File: config.mk
export PLATFORM = sky130hd
export DESIGN_NAME = ndc_tri_sequencer_flat
export DESIGN_NICKNAME = d
export VERILOG_FILES = /design/src/rtl/ndc_tri_sequencer_if.sv /design/src/rtl/ndc_tri_sequencer.sv /design/src/flat_wrapper.sv
export SDC_FILE = /design/constraint.sdc
export NUM_CORES = 1
export LEC_CHECK = 0
export BUFFER_PORTS_ARGS = -buffer_cell sky130_fd_sc_hd__buf_2
export CORE_AREA = 2 2 344 346
export CTS_BUF_LIST = sky130_fd_sc_hd__clkbuf_16
export DETAILED_ROUTE_END_ITERATION = 12
export DIE_AREA = 0 0 346 348
export GPL_TIMING_DRIVEN = 0
export MAX_ROUTING_LAYER = met4
export PLACE_DENSITY_LB_ADDON = 0.05
export SYNTH_ARGS = -nofsm -noshare
export SYNTH_HDL_FRONTEND = slang
export SYNTH_SLANG_ARGS = --single-unit
File: constraint.sdc
create_clock -name clk -period 1.95 [get_ports clk]
set_input_delay 0.0975 -clock clk [delete_from_list [all_inputs] [get_ports clk]]
set_output_delay 0.0975 -clock clk [all_outputs]
set_load 0.03 [all_outputs]
File: src/rtl/ndc_tri_sequencer_if.sv
// Signal bundle between the triangle sequencer, its camera/triangle sources,
// the external transform unit and the downstream triangle consumer.
interface ndc_tri_sequencer_if #(
    parameter int unsigned P_WIDTH   = 16,
    parameter int unsigned C_WIDTH   = 18,
    parameter int unsigned V_WIDTH   = 16,
    parameter int unsigned NDC_WIDTH = 23
) ();

    logic                           tri_valid_in;
    logic                           tri_ready_out;
    logic [2:0][2:0][P_WIDTH-1:0]   tri_verts;

    logic                           cam_valid_in;
    logic                           cam_ready_out;
    logic [2:0][C_WIDTH-1:0]        cam_C;
    logic [2:0][V_WIDTH-1:0]        cam_u;
    logic [2:0][V_WIDTH-1:0]        cam_v;
    logic [2:0][V_WIDTH-1:0]        cam_n;

    logic                           xf_valid_out;
    logic [2:0][P_WIDTH-1:0]        xf_P;
    logic [2:0][C_WIDTH-1:0]        xf_C;
    logic [2:0][V_WIDTH-1:0]        xf_u;
    logic [2:0][V_WIDTH-1:0]        xf_v;
    logic [2:0][V_WIDTH-1:0]        xf_n;

    logic                           xf_valid_in;
    logic [NDC_WIDTH-1:0]           xf_ndc_x;
    logic [NDC_WIDTH-1:0]           xf_ndc_y;
    logic [NDC_WIDTH-1:0]           xf_ndc_z;

    logic                           tri_valid_out;
    logic                           tri_ready_in;
    logic [2:0][2:0][NDC_WIDTH-1:0] tri_ndc;

    logic                           err_out;

    // Sequencer side
    modport master (
        input  tri_valid_in, tri_verts,
        input  cam_valid_in, cam_C, cam_u, cam_v, cam_n,
        input  xf_valid_in, xf_ndc_x, xf_ndc_y, xf_ndc_z,
        input  tri_ready_in,
        output tri_ready_out, cam_ready_out,
        output xf_valid_out, xf_P, xf_C, xf_u, xf_v, xf_n,
        output tri_valid_out, tri_ndc, err_out
    );

    // Environment side
    modport slave (
        output tri_valid_in, tri_verts,
        output cam_valid_in, cam_C, cam_u, cam_v, cam_n,
        output xf_valid_in, xf_ndc_x, xf_ndc_y, xf_ndc_z,
        output tri_ready_in,
        input  tri_ready_out, cam_ready_out,
        input  xf_valid_out, xf_P, xf_C, xf_u, xf_v, xf_n,
        input  tri_valid_out, tri_ndc, err_out
    );

endinterface

File: src/rtl/ndc_tri_sequencer.sv
// Issues the three vertices of a triangle to an external camera transform and
// gathers the three NDC results back into one triangle for the consumer.
module ndc_tri_sequencer #(
    parameter int unsigned P_WIDTH   = 16,
    parameter int unsigned C_WIDTH   = 18,
    parameter int unsigned V_WIDTH   = 16,
    parameter int unsigned NDC_WIDTH = 23,
    parameter int unsigned LATENCY   = 4,
    parameter int unsigned TIMEOUT   = 8
) (
    input logic                 clk,
    input logic                 rst,
    ndc_tri_sequencer_if.master bus
);

    // WAIT counter is sized to cover both the timeout and the nominal result latency
    localparam int unsigned WAIT_SPAN = (TIMEOUT > LATENCY) ? TIMEOUT : LATENCY;
    localparam int unsigned WCNT_W    = $clog2(WAIT_SPAN + 1);

    typedef enum logic [1:0] {
        S_IDLE  = 2'd0,
        S_ISSUE = 2'd1,
        S_WAIT  = 2'd2,
        S_DONE  = 2'd3
    } state_t;

    state_t                         state;
    state_t                         state_nx;
    logic [1:0]                     icnt;
    logic [1:0]                     rcnt;
    logic [WCNT_W-1:0]              wcnt;
    logic [2:0][2:0][P_WIDTH-1:0]   verts_q;
    logic [2:0][C_WIDTH-1:0]        cam_c_q;
    logic [2:0][V_WIDTH-1:0]        cam_u_q;
    logic [2:0][V_WIDTH-1:0]        cam_v_q;
    logic [2:0][V_WIDTH-1:0]        cam_n_q;
    logic [2:0][2:0][NDC_WIDTH-1:0] ndc_q;
    logic                           err_q;

    logic cam_load_c;
    logic accept_c;
    logic res_take_c;
    logic done_c;
    logic timeout_c;
    logic stray_c;

    // Next-state and per-cycle event decode
    always_comb begin
        state_nx   = state;
        cam_load_c = 1'b0;
        accept_c   = 1'b0;
        res_take_c = 1'b0;
        done_c     = 1'b0;
        timeout_c  = 1'b0;
        stray_c    = 1'b0;
        case (state)
            S_IDLE: begin
                cam_load_c = bus.cam_valid_in;
                accept_c   = bus.tri_valid_in & ~bus.cam_valid_in;
                stray_c    = bus.xf_valid_in;
                if (accept_c) begin
                    state_nx = S_ISSUE;
                end
            end
            S_ISSUE, S_WAIT: begin
                res_take_c = bus.xf_valid_in & (rcnt != 2'd3);
                stray_c    = bus.xf_valid_in & (rcnt == 2'd3);
                // The edge that writes the third result also moves to DONE
                done_c     = (rcnt == 2'd3) | (res_take_c & (rcnt == 2'd2));
                if (state == S_ISSUE) begin
                    if (icnt == 2'd2) begin
                        state_nx = done_c ? S_DONE : S_WAIT;
                    end
                end else if (done_c) begin
                    state_nx = S_DONE;
                end else if (wcnt == WCNT_W'(TIMEOUT - 1)) begin
                    timeout_c = 1'b1;
                    state_nx  = S_IDLE;
                end
            end
            S_DONE: begin
                stray_c = bus.xf_valid_in;
                if (bus.tri_ready_in) begin
                    state_nx = S_IDLE;
                end
            end
            default: state_nx = S_IDLE;
        endcase
    end

    assign bus.cam_ready_out = (state == S_IDLE);
    assign bus.tri_ready_out = (state == S_IDLE) & ~bus.cam_valid_in;
    assign bus.xf_valid_out  = (state == S_ISSUE);
    assign bus.xf_P          = verts_q[icnt];
    assign bus.xf_C          = cam_c_q;
    assign bus.xf_u          = cam_u_q;
    assign bus.xf_v          = cam_v_q;
    assign bus.xf_n          = cam_n_q;
    assign bus.tri_valid_out = (state == S_DONE);
    assign bus.tri_ndc       = ndc_q;
    assign bus.err_out       = err_q;

    // State, counters, camera/vertex latches and result assembly
    always_ff @(posedge clk) begin
        if (rst) begin
            state   <= S_IDLE;
            icnt    <= 2'd0;
            rcnt    <= 2'd0;
            wcnt    <= '0;
            verts_q <= '0;
            cam_c_q <= '0;
            cam_u_q <= '0;
            cam_v_q <= '0;
            cam_n_q <= '0;
            ndc_q   <= '0;
            err_q   <= 1'b0;
        end else begin
            state <= state_nx;
            if (cam_load_c) begin
                cam_c_q <= bus.cam_C;
                cam_u_q <= bus.cam_u;
                cam_v_q <= bus.cam_v;
                cam_n_q <= bus.cam_n;
            end
            if (accept_c) begin
                verts_q <= bus.tri_verts;
                icnt    <= 2'd0;
                rcnt    <= 2'd0;
            end else begin
                if (state == S_ISSUE) begin
                    icnt <= (icnt == 2'd2) ? 2'd0 : 2'(icnt + 2'd1);
                end
                if (res_take_c) begin
                    ndc_q[rcnt] <= {bus.xf_ndc_z, bus.xf_ndc_y, bus.xf_ndc_x};
                    rcnt        <= 2'(rcnt + 2'd1);
                end
            end
            wcnt <= (state == S_WAIT) ? WCNT_W'(wcnt + 1'b1) : '0;
            if (stray_c | timeout_c) begin
                err_q <= 1'b1;
            end
        end
    end

endmodule

File: src/flat_wrapper.sv
// flat-port wrapper written by rule: the top's interface ports become plain ports
module ndc_tri_sequencer_flat 
#(
    parameter int unsigned P_WIDTH   = 16,
    parameter int unsigned C_WIDTH   = 18,
    parameter int unsigned V_WIDTH   = 16,
    parameter int unsigned NDC_WIDTH = 23,
    parameter int unsigned LATENCY   = 4,
    parameter int unsigned TIMEOUT   = 8
)
  (clk, rst, bus_tri_valid_in, bus_tri_verts, bus_cam_valid_in, bus_cam_C, bus_cam_u, bus_cam_v, bus_cam_n, bus_xf_valid_in, bus_xf_ndc_x, bus_xf_ndc_y, bus_xf_ndc_z, bus_tri_ready_in, bus_tri_ready_out, bus_cam_ready_out, bus_xf_valid_out, bus_xf_P, bus_xf_C, bus_xf_u, bus_xf_v, bus_xf_n, bus_tri_valid_out, bus_tri_ndc, bus_err_out);
  ndc_tri_sequencer_if #(.P_WIDTH(P_WIDTH), .C_WIDTH(C_WIDTH), .V_WIDTH(V_WIDTH), .NDC_WIDTH(NDC_WIDTH)) bus_i ();
  input logic clk;
  input logic rst;
  input wire logic [$bits(bus_i.tri_valid_in)-1:0] bus_tri_valid_in;
  input wire logic [$bits(bus_i.tri_verts)-1:0] bus_tri_verts;
  input wire logic [$bits(bus_i.cam_valid_in)-1:0] bus_cam_valid_in;
  input wire logic [$bits(bus_i.cam_C)-1:0] bus_cam_C;
  input wire logic [$bits(bus_i.cam_u)-1:0] bus_cam_u;
  input wire logic [$bits(bus_i.cam_v)-1:0] bus_cam_v;
  input wire logic [$bits(bus_i.cam_n)-1:0] bus_cam_n;
  input wire logic [$bits(bus_i.xf_valid_in)-1:0] bus_xf_valid_in;
  input wire logic [$bits(bus_i.xf_ndc_x)-1:0] bus_xf_ndc_x;
  input wire logic [$bits(bus_i.xf_ndc_y)-1:0] bus_xf_ndc_y;
  input wire logic [$bits(bus_i.xf_ndc_z)-1:0] bus_xf_ndc_z;
  input wire logic [$bits(bus_i.tri_ready_in)-1:0] bus_tri_ready_in;
  output wire logic [$bits(bus_i.tri_ready_out)-1:0] bus_tri_ready_out;
  output wire logic [$bits(bus_i.cam_ready_out)-1:0] bus_cam_ready_out;
  output wire logic [$bits(bus_i.xf_valid_out)-1:0] bus_xf_valid_out;
  output wire logic [$bits(bus_i.xf_P)-1:0] bus_xf_P;
  output wire logic [$bits(bus_i.xf_C)-1:0] bus_xf_C;
  output wire logic [$bits(bus_i.xf_u)-1:0] bus_xf_u;
  output wire logic [$bits(bus_i.xf_v)-1:0] bus_xf_v;
  output wire logic [$bits(bus_i.xf_n)-1:0] bus_xf_n;
  output wire logic [$bits(bus_i.tri_valid_out)-1:0] bus_tri_valid_out;
  output wire logic [$bits(bus_i.tri_ndc)-1:0] bus_tri_ndc;
  output wire logic [$bits(bus_i.err_out)-1:0] bus_err_out;
  assign bus_i.tri_valid_in = bus_tri_valid_in;
  assign bus_i.tri_verts = bus_tri_verts;
  assign bus_i.cam_valid_in = bus_cam_valid_in;
  assign bus_i.cam_C = bus_cam_C;
  assign bus_i.cam_u = bus_cam_u;
  assign bus_i.cam_v = bus_cam_v;
  assign bus_i.cam_n = bus_cam_n;
  assign bus_i.xf_valid_in = bus_xf_valid_in;
  assign bus_i.xf_ndc_x = bus_xf_ndc_x;
  assign bus_i.xf_ndc_y = bus_xf_ndc_y;
  assign bus_i.xf_ndc_z = bus_xf_ndc_z;
  assign bus_i.tri_ready_in = bus_tri_ready_in;
  assign bus_tri_ready_out = bus_i.tri_ready_out;
  assign bus_cam_ready_out = bus_i.cam_ready_out;
  assign bus_xf_valid_out = bus_i.xf_valid_out;
  assign bus_xf_P = bus_i.xf_P;
  assign bus_xf_C = bus_i.xf_C;
  assign bus_xf_u = bus_i.xf_u;
  assign bus_xf_v = bus_i.xf_v;
  assign bus_xf_n = bus_i.xf_n;
  assign bus_tri_valid_out = bus_i.tri_valid_out;
  assign bus_tri_ndc = bus_i.tri_ndc;
  assign bus_err_out = bus_i.err_out;
  ndc_tri_sequencer #(.P_WIDTH(P_WIDTH), .C_WIDTH(C_WIDTH), .V_WIDTH(V_WIDTH), .NDC_WIDTH(NDC_WIDTH), .LATENCY(LATENCY), .TIMEOUT(TIMEOUT)) u_core (.clk(clk), .rst(rst), .bus(bus_i));
endmodule
==> results, run 1 <==
- The flow ran to the end, but the final reports show violations.
- The checks that failed: setup timing.
- After synthesis, the largest family of logic cells by area is simple AND/OR/NAND/NOR gates.
- The worst-case clock skew is roughly 0.033 ns.
- Dividing the final minimum period by the clock period gives 102%.
- The vias per cell is 4.01.
- The final layout contains routed wiring with a total length of 115 mm.
- The die covers 120000 um2.
- Measured along the x axis, the die boundary spans ~350 um.
- TritonCTS built the clock tree.
- The net count of the mapped netlist is 3050.
- The CTS root buffer is sky130_fd_sc_hd__clkbuf_16.
- Counting flops with a built-in enable in the synthesized netlist gives 0.
- Setup repair after global routing could not meet its margin everywhere.
- The flip-flop and latch count after synthesis is 560.
- The maximum operating frequency is 0.505 GHz.
- The number of iterations in the first detailed-routing pass is 5.
- The worst path setup slack after routing is -0.0315 ns.
- The simple-gate area share of the yosys netlist is 22.1%.
- The final total power is 36.7 mW.
- The die is 348 um tall.
- The share of total power in combinational logic is 28.6%.
- During synthesis, Yosys emitted a total of 0 warnings.
- The number of violations of the max-capacitance limit is 0.
- The async set or reset register ratio after synthesis is 0%.
- The xor/xnor cell area share of the yosys netlist is less than 1%.
- The first global-routing pass estimated around 160 mm of wire.
- The mux share of post-synthesis cell area is 2.45%.
- The via count of the first global-routing pass is 23300.
- VDD sags by at most 0.528 mV.
- The overall fraction of global-route tracks in use is 18.8%.
- Counting distinct cell types in the post-synthesis netlist gives 33.
- STA classifies the critical path endpoint as an output port.
- The initial antenna violation count came to 17.
- The switching power share of the total is 36.0%.
- The number of endpoints failing setup at the final stage is 8.
- At the pin with the least slew margin, the transition time is about 0.97 ns.
- The starting utilization of the core area is between 15 and 20%.
- The post-DP HPWL is 88.4 mm.
- The routed layout has 22500 vias.
- The synthesized netlist devotes 0.550% of its cell area to adder and majority cells.
- The part of the total power dissipated in sequential elements is a little over a third.
- The post-synth design cell area is 20500 um2.
- Counting the buffers created by CTS gives 76.
- For this run, the leading register cell type out of synthesis is sky130_fd_sc_hd__dfxtp_1.
- The share of the Yosys chip area taken by registers is between 50% and 60%.
- The fraction of final layout cells sized beyond drive strength 1 is around 30%.
- For this design the ratio of total power to cell area is 1070 nW/um2.
- The count of boundary I/O pins is 875.
- The wire length per cell after detailed routing is just over 20 um.
- The combined area of the multi-input logic cells is 8660 um2.
- The total count of max-transition violations in the final report is 0.
- The worst-case clock buffer depth is 3.
- The detailed router's first-iteration violation count is 908.
- The critical setup path kind is reg -> out.
- Yosys attributes the largest share of cell area to sky130_fd_sc_hd__dfxtp_1 (55%), sky130_fd_sc_hd__nand2_1 (21%), sky130_fd_sc_hd__a21oi_1 (13%).
- The peak fanout along the critical path is 6.
- For the worst setup path, the data required time is between 1.5 and 2 ns.
- In this run, the clock network consumes 35.3% of the power.
- In this run the core area contains 126 standard-cell rows.
- The commonest non-fill, non-tap cell in the layout is sky130_fd_sc_hd__nand2_1.
- Registers take about 11000 um2.
- The headroom to the max-slew limit is 35.6%.
- The total of fill cells in the finished design is between 10000 and 15000.
- Entering global routing, the biggest net connects 20 pins.
- Once layout is complete, the utilization of the core stands at about 30%.
- The clock reaches the later pin of the worst-skew pair after around 0.65 ns.
- The clock sink total is 560.
- Subtracting the final worst setup slack from the clock period gives 1.98 ns.
- Internal power comes to 23.5 mW.
- The global route total overflow is 0.
- The number of antenna-violating nets in the routed design is 0.
- The area growth from synthesis to layout is 67.9%.
- The area share of the largest cell type after synthesis is 54.7%.
- The leakage component of the power is 14.6 nW.
- The core region is 117000 um2.
- The switching power of the nets is 13.2 mW.
- In the layout the commonest cells are sky130_fd_sc_hd__nand2_1 (1137), sky130_fd_sc_hd__buf_2 (859), sky130_fd_sc_hd__dfxtp_1 (555), sky130_fd_sc_hd__a21oi_1 (534), sky130_fd_sc_hd__dlygate4sd3_1 (415).
- Port buffering added 873 buffers.
- The clock slew at the register clock pins of the worst setup and hold paths is ~0.05 ns.
- The gate count after technology mapping is 2624.
- The post-synthesis area per instance is 7.81 um2.
- The data arrival time of the critical path is roughly 1.9 ns.
- After detailed routing, the number of remaining DRC violations is 0.
- The type of the worst min-delay path is in -> reg.
- Summing the areas of all compound-gate instances in the mapped netlist gives around 15% of the synthesized area.
- The final estimated routing congestion in global placement is 0.799.
- The final hold violation count came to 0.
- The count of H-tree levels built during CTS is 3.
- The cell type contributing the most total cell area after synthesis is sky130_fd_sc_hd__dfxtp_1.
- The worst setup path is launched from a register.
- The number of nets in the final layout is 4437.
==> synthesized netlist by cell type (2+ instances only) <==
master / n
sky130_fd_sc_hd__and3_1: 3
sky130_fd_sc_hd__buf_1: 16
sky130_fd_sc_hd__a21oi_2: 20
sky130_fd_sc_hd__dfxtp_1: 560
sky130_fd_sc_hd__clkbuf_1: 108
sky130_fd_sc_hd__a21oi_1: 535
sky130_fd_sc_hd__nand3_2: 3
sky130_fd_sc_hd__mux2i_1: 49
sky130_fd_sc_hd__ha_1: 9
sky130_fd_sc_hd__inv_1: 8
sky130_fd_sc_hd__nor2_1: 9
sky130_fd_sc_hd__nor2b_1: 3
sky130_fd_sc_hd__o21ai_0: 33
sky130_fd_sc_hd__buf_2: 61
sky130_fd_sc_hd__nand2_1: 1148
sky130_fd_sc_hd__nand3_1: 4
sky130_fd_sc_hd__buf_6: 7
sky130_fd_sc_hd__buf_4: 10
sky130_fd_sc_hd__o22ai_1: 17
sky130_fd_sc_hd__nor3_1: 4
sky130_fd_sc_hd__nand2b_1: 4
sky130_fd_sc_hd__xnor2_1: 2
==> critical path, stage by stage (launching register included) <==
cell and delay, ns:
sky130_fd_sc_hd__dfxtp_4 0.41, sky130_fd_sc_hd__buf_12 0.17, sky130_fd_sc_hd__buf_16 0.16, sky130_fd_sc_hd__mux2i_1 0.08, sky130_fd_sc_hd__o22ai_1 0.21, sky130_fd_sc_hd__buf_4 0.21
==> metrics by stage <==
step	setup TNS, ns	std cells	hold slack (ns)	area [um2]	setup WS (ns)
5_1_grt	-2.69	5615	0.113	34400	-0.118
3_5_place_dp	-299.04	5033	0.344	26800	-0.846
4_1_cts	-3.94	5600	0.0449	34000	-0.136
6_report	-0.119	5617	0.0503	34400	-0.0315
3_3_place_gp	-304.98	5033	0.343	26800	-0.843
2_1_floorplan	0	2624	0.233	20500	0.0878
==> flip-flops by register name, summed over array words and instances (netlist names), 4 cells and up <==
signal              cells
u_core.bus.xf_C        54
u_core.bus.xf_v        48
u_core.verts_q        144
u_core.bus.xf_u        48
u_core.wcnt             4
u_core.bus.xf_n        48
u_core.bus.tri_ndc    207
==> cell families after synthesis <==
family	Yosys count
AND/OR/NAND/NOR	1184
AO/OA/AOI/OAI	608
flip-flops	560
buffers and inverters	210
multiplexers	50
adder cells (fa/ha/maj)	9
XOR/XNOR	3
==> per-layer routing <==
layer	part of all wire (%)	vias up	track usage [%]	wire length, um
li1	-	11300	-	-
met1	41	10400	21.3	47300
met3	6.2	141	5.13	7180
met4	2.9	0	6.25	3330
met5	0	-	-	0
met2	50	630	32.1	57200
==> final timing paths <==
path / startpoint / slack, ns / end / cells after the start
setup / recovery: u_core.icnt[1] / -0.03 / bus_xf_P[47] / 5
hold / removal: rst / 0.05 / u_core.state[1] / 4
setup reg to reg: u_core.state[0] / 0.10 / u_core.bus.tri_ndc[168] / 10
hold reg to reg: u_core.bus.tri_ndc[205] / 0.45 / u_core.bus.tri_ndc[205] / 2
==> power by group through the flow <==
stage / registers (mW) / clock network [mW] / logic, mW
after floorplan: 14.9 / 0 / 3.74
after global placement: 13.4 / 0 / 9.14
after detailed placement: 13.4 / 0 / 9.08
after CTS: 13.2 / 13.5 / 10.5
after global routing: 13.3 / 13.9 / 11.3
final: 13.2 / 13.0 / 10.5
==> final cells by class <==
| class | instances | share of cell area (%) |
|---|---|---|
| Timing Repair Buffer | 1313 | 26.2 |
| Multi-Input combinational cell | 1854 | 25.2 |
| Buffer | 198 | 3.74 |
| Antenna cell | 17 | 0.124 |
| Clock buffer | 78 | 5.67 |
| Inverter | 8 | 0.0946 |
| Clock inverter | 53 | 0.815 |
| Tap cell | 1536 | 5.59 |
| Sequential cell | 560 | 32.6 |
==> timing repair <==
item | CTS | global route
hold buffers | 415 | 0
hold endpoints to repair | 552 | 0
setup buffers | 20 | 0
endpoints found under the setup margin | 603 | 291
pin swaps | 4 | 4
resized for setup | 229 | 111
gates cloned | 4 | 1
Note: power is estimated with default switching activity, not from simulation.
==> inputs of run 2 (changes only) <==
--- a/config.mk
+++ b/config.mk
@@ -6,10 +6,10 @@
 export NUM_CORES = 1
 export LEC_CHECK = 0
 export BUFFER_PORTS_ARGS = -buffer_cell sky130_fd_sc_hd__buf_2
-export CORE_AREA = 2 2 344 346
+export CORE_AREA = 2 2 345 347
 export CTS_BUF_LIST = sky130_fd_sc_hd__clkbuf_16
 export DETAILED_ROUTE_END_ITERATION = 12
-export DIE_AREA = 0 0 346 348
+export DIE_AREA = 0 0 347 349
 export GPL_TIMING_DRIVEN = 0
 export MAX_ROUTING_LAYER = met4
 export PLACE_DENSITY_LB_ADDON = 0.05
==> constraint.sdc (replaced) <==
create_clock -name clk -period 2 [get_ports clk]
set_input_delay 0.1 -clock clk [delete_from_list [all_inputs] [get_ports clk]]
set_output_delay 0.1 -clock clk [all_outputs]
set_load 0.03 [all_outputs]
==> results, run 2 (synthesized netlist as in run 1, its figures left out) <==
- The run finished, with violations left.
- The checks that failed: setup timing.
- The leakage component of the power is between 10 and 15 nW.
- The type of the worst min-delay path is in -> reg.
- The clock net in this run drives a total of between 500 and 600 sinks.
- The final hold violation count came to 0.
- The first global-routing pass estimated 161 mm of wire.
- Measured along the y axis, the die boundary spans 349 um.
- The vias per cell is 4.03.
- Counting both buffers and inverters, the worst setup path holds a total of 5.
- In the layout the commonest cells are sky130_fd_sc_hd__nand2_1 (1117), sky130_fd_sc_hd__buf_2 (857), sky130_fd_sc_hd__dfxtp_1 (556), sky130_fd_sc_hd__a21oi_1 (532), sky130_fd_sc_hd__dlygate4sd3_1 (414).
- The wire length per cell after detailed routing is about 20 um.
- The library cell used most frequently in the layout, excluding fill and tap cells, is sky130_fd_sc_hd__nand2_1.
- The peak fanout along the critical path is 6.
- The worst pin sits at a relative slew slack of about 31%.
- The clock slew at the register clock pins of the worst setup and hold paths is 0.06 ns.
- In the post-route analysis, the smallest setup slack over all paths is -0.0412 ns.
- Dividing total power by cell area gives a power density of 1030 nW/um2.
- Timing would allow up to approximately 0.5 GHz.
- The first routing iteration left 928 violations.
- The via count of the first global-routing pass is 23400.
- The total of buffers placed on input and output ports is roughly 870.
- The final cycle utilization of the critical path is 102%.
- The TritonCTS clock tree is built.
- Routability-driven placement finished with a final weighted congestion of between 0.7 and 0.8.
- The longest individual stage delay on the worst path is 0.39 ns.
- The CTS root buffer is sky130_fd_sc_hd__clkbuf_16.
- The type of element launching the critical path is a register.
- The utilization after layout is around 30%.
- The number of flip-flops in the largest register is 207.
- The number of nets in the final layout is 4444.
- The total count of max-transition violations in the final report is 0.
- At the pin with the least slew margin, the transition time is between 1 and 1.5 ns.
- The total of fill cells in the finished design is 13000.
- The clock tree synthesis step divided the H-tree into 3 levels.
- The number of endpoints failing setup at the final stage is 3.
- Of the cells placed in the final design, the portion with a size suffix greater than 1 is between 30 and 40%.
- Global routing used between 10% and 20% of the available tracks.
- Traced cell by cell, the critical path runs through nor2b_4 -> buf_12 -> buf_6 -> clkbuf_16 -> buf_12 -> nand2_4 -> o21ai_2 -> buf_6.
- The total core area is 117000 um2.
- IR analysis of the VDD net gives a maximum drop of between 0.5 and 0.6 mV.
- The remaining design rule violation count is 0.
- The die covers approximately 120000 um2.
- Relative to the synthesized area, the layout overhead comes to 70.2%.
- The clock insertion delay at the later pin of the skew report is approximately 0.64 ns.
- The number of iterations in the first detailed-routing pass is 5.
- For this run, the number of standard cells in the final layout without fillers is 5610.
- The worst-case clock buffer depth is 3.
- The number of violations of the max-capacitance limit is 0.
- The largest net degree at the start of global routing is 20.
- Summed over all layers, the global routing overflow is 0.
- In this run, placement finished with an instance count of 5033.
- The count of boundary I/O pins is 875.
- The shortest period the worst path allows is 2.04 ns.
- For this block, the via count after detailed routing is 22600.
- The capturing element type of the critical path is an output port.
- Data on the critical path arrives at its endpoint at 1.94 ns.
- Setup repair after global routing could not meet its margin everywhere.
- The post-DP HPWL is 88.0 mm.
- TritonCTS created 74 clock buffers.
- The initial utilization of the core area, before any placement, comes to 17.4%.
- Among cell families on the critical path, the largest total delay comes from buffers and inverters.
- The initial antenna violation count was 14.
- Among all stages on the critical path, the largest delay is contributed by sky130_fd_sc_hd__dfxtp_4.
- The critical path is of the reg -> out type.
- Across the routed clock network, the largest skew measured is 0.0237 ns.
- The required time at the endpoint of the critical path is between 1.5 and 2 ns.
- The floorplan step set the die width to 347 um.
- Summed over all layers, the routed wires come to 114 mm.
- The number of antenna-violating nets in the routed design is 0.
- The number of placement rows is 126.
## run 2: cell types whose count changed in the layout (fill, tap and decap cells not counted), sizes merged, moves of 4 or more
cell    delta
buf       +10
inv        -4
diode      -5
clkinv     -6
## run 2: per-stage QoR
| step | instance area, um2 | worst slack, ns | total power [mW] | hold slack [ns] | setup TNS (ns) |
|---|---|---|---|---|---|
| floorplan | 20500 | 0.138 | 18.2 | 0.236 | 0 |
| CTS | 34200 | -0.128 | 36.4 | 0.00147 | -2.26 |
| detailed placement | 26800 | -0.765 | 21.8 | 0.346 | -265.85 |
| finish | 34900 | -0.0412 | 36.0 | 0.0152 | -0.0572 |
| global placement | 26800 | -0.804 | 21.9 | 0.346 | -277.17 |
| global route | 34900 | -0.144 | 38.0 | 0.0397 | -2.28 |
## run 2: path summary, 6_finish.rpt
check                       from                      end  slack [ns]  cells after the start
max               u_core.icnt[0]             bus_xf_P[15]       -0.04                      8
min                          rst          u_core.state[1]        0.02                      3
max reg2reg      u_core.state[1]  u_core.bus.tri_ndc[131]        0.06                     10
min reg2reg  u_core.bus.xf_C[37]      u_core.bus.xf_C[37]        0.45                      2
## run 2: routing by layer
metal,part of all wire [%],global-route usage (%),routed length [um],vias to the layer above
li1,-,-,-,11300
met1,41,21.0,47100,10500
met2,49,31.5,56300,653
met3,6.5,5.39,7450,134
met4,2.8,5.84,3200,0
met5,0,-,0,-
## run 2: report_power, final
| part | total [mW] | leakage [nW] | switching (mW) | internal (mW) |
|---|---|---|---|---|
| sequential | 12.9 | 4.56 | 0.612 | 12.3 |
| clock | 12.6 | 1.15 | 5.39 | 7.16 |
| combinational | 10.6 | 9.21 | 6.85 | 3.72 |
## run 2: cell type report
type | count | area, um2 | share of cell area, %
clock buffers | 77 | 1930 | 5.53
multi-input cells | 1854 | 8890 | 25.5
diodes | 12 | 30.0 | 0.0861
flip-flops and latches | 560 | 11200 | 32.2
clock inverters | 43 | 269 | 0.772
plain buffers | 194 | 1280 | 3.68
inverters | 8 | 30.0 | 0.0861
well taps | 1536 | 1920 | 5.51
repair buffers | 1326 | 9300 | 26.7
## run 2: timing repair
action,in CTS,in global routing
gates cloned,6,4
gates resized for setup,302,133
endpoints found under the hold margin,552,0
setup endpoints to repair,603,365
buffers inserted,17,13
pin swaps,17,8
hold buffers,414,0
## run 2: tightest hold or removal path, cell delays in order
cell,delay (ns)
sky130_fd_sc_hd__buf_2,0.27
sky130_fd_sc_hd__nand2b_1,0.15
sky130_fd_sc_hd__mux2i_1,0.06
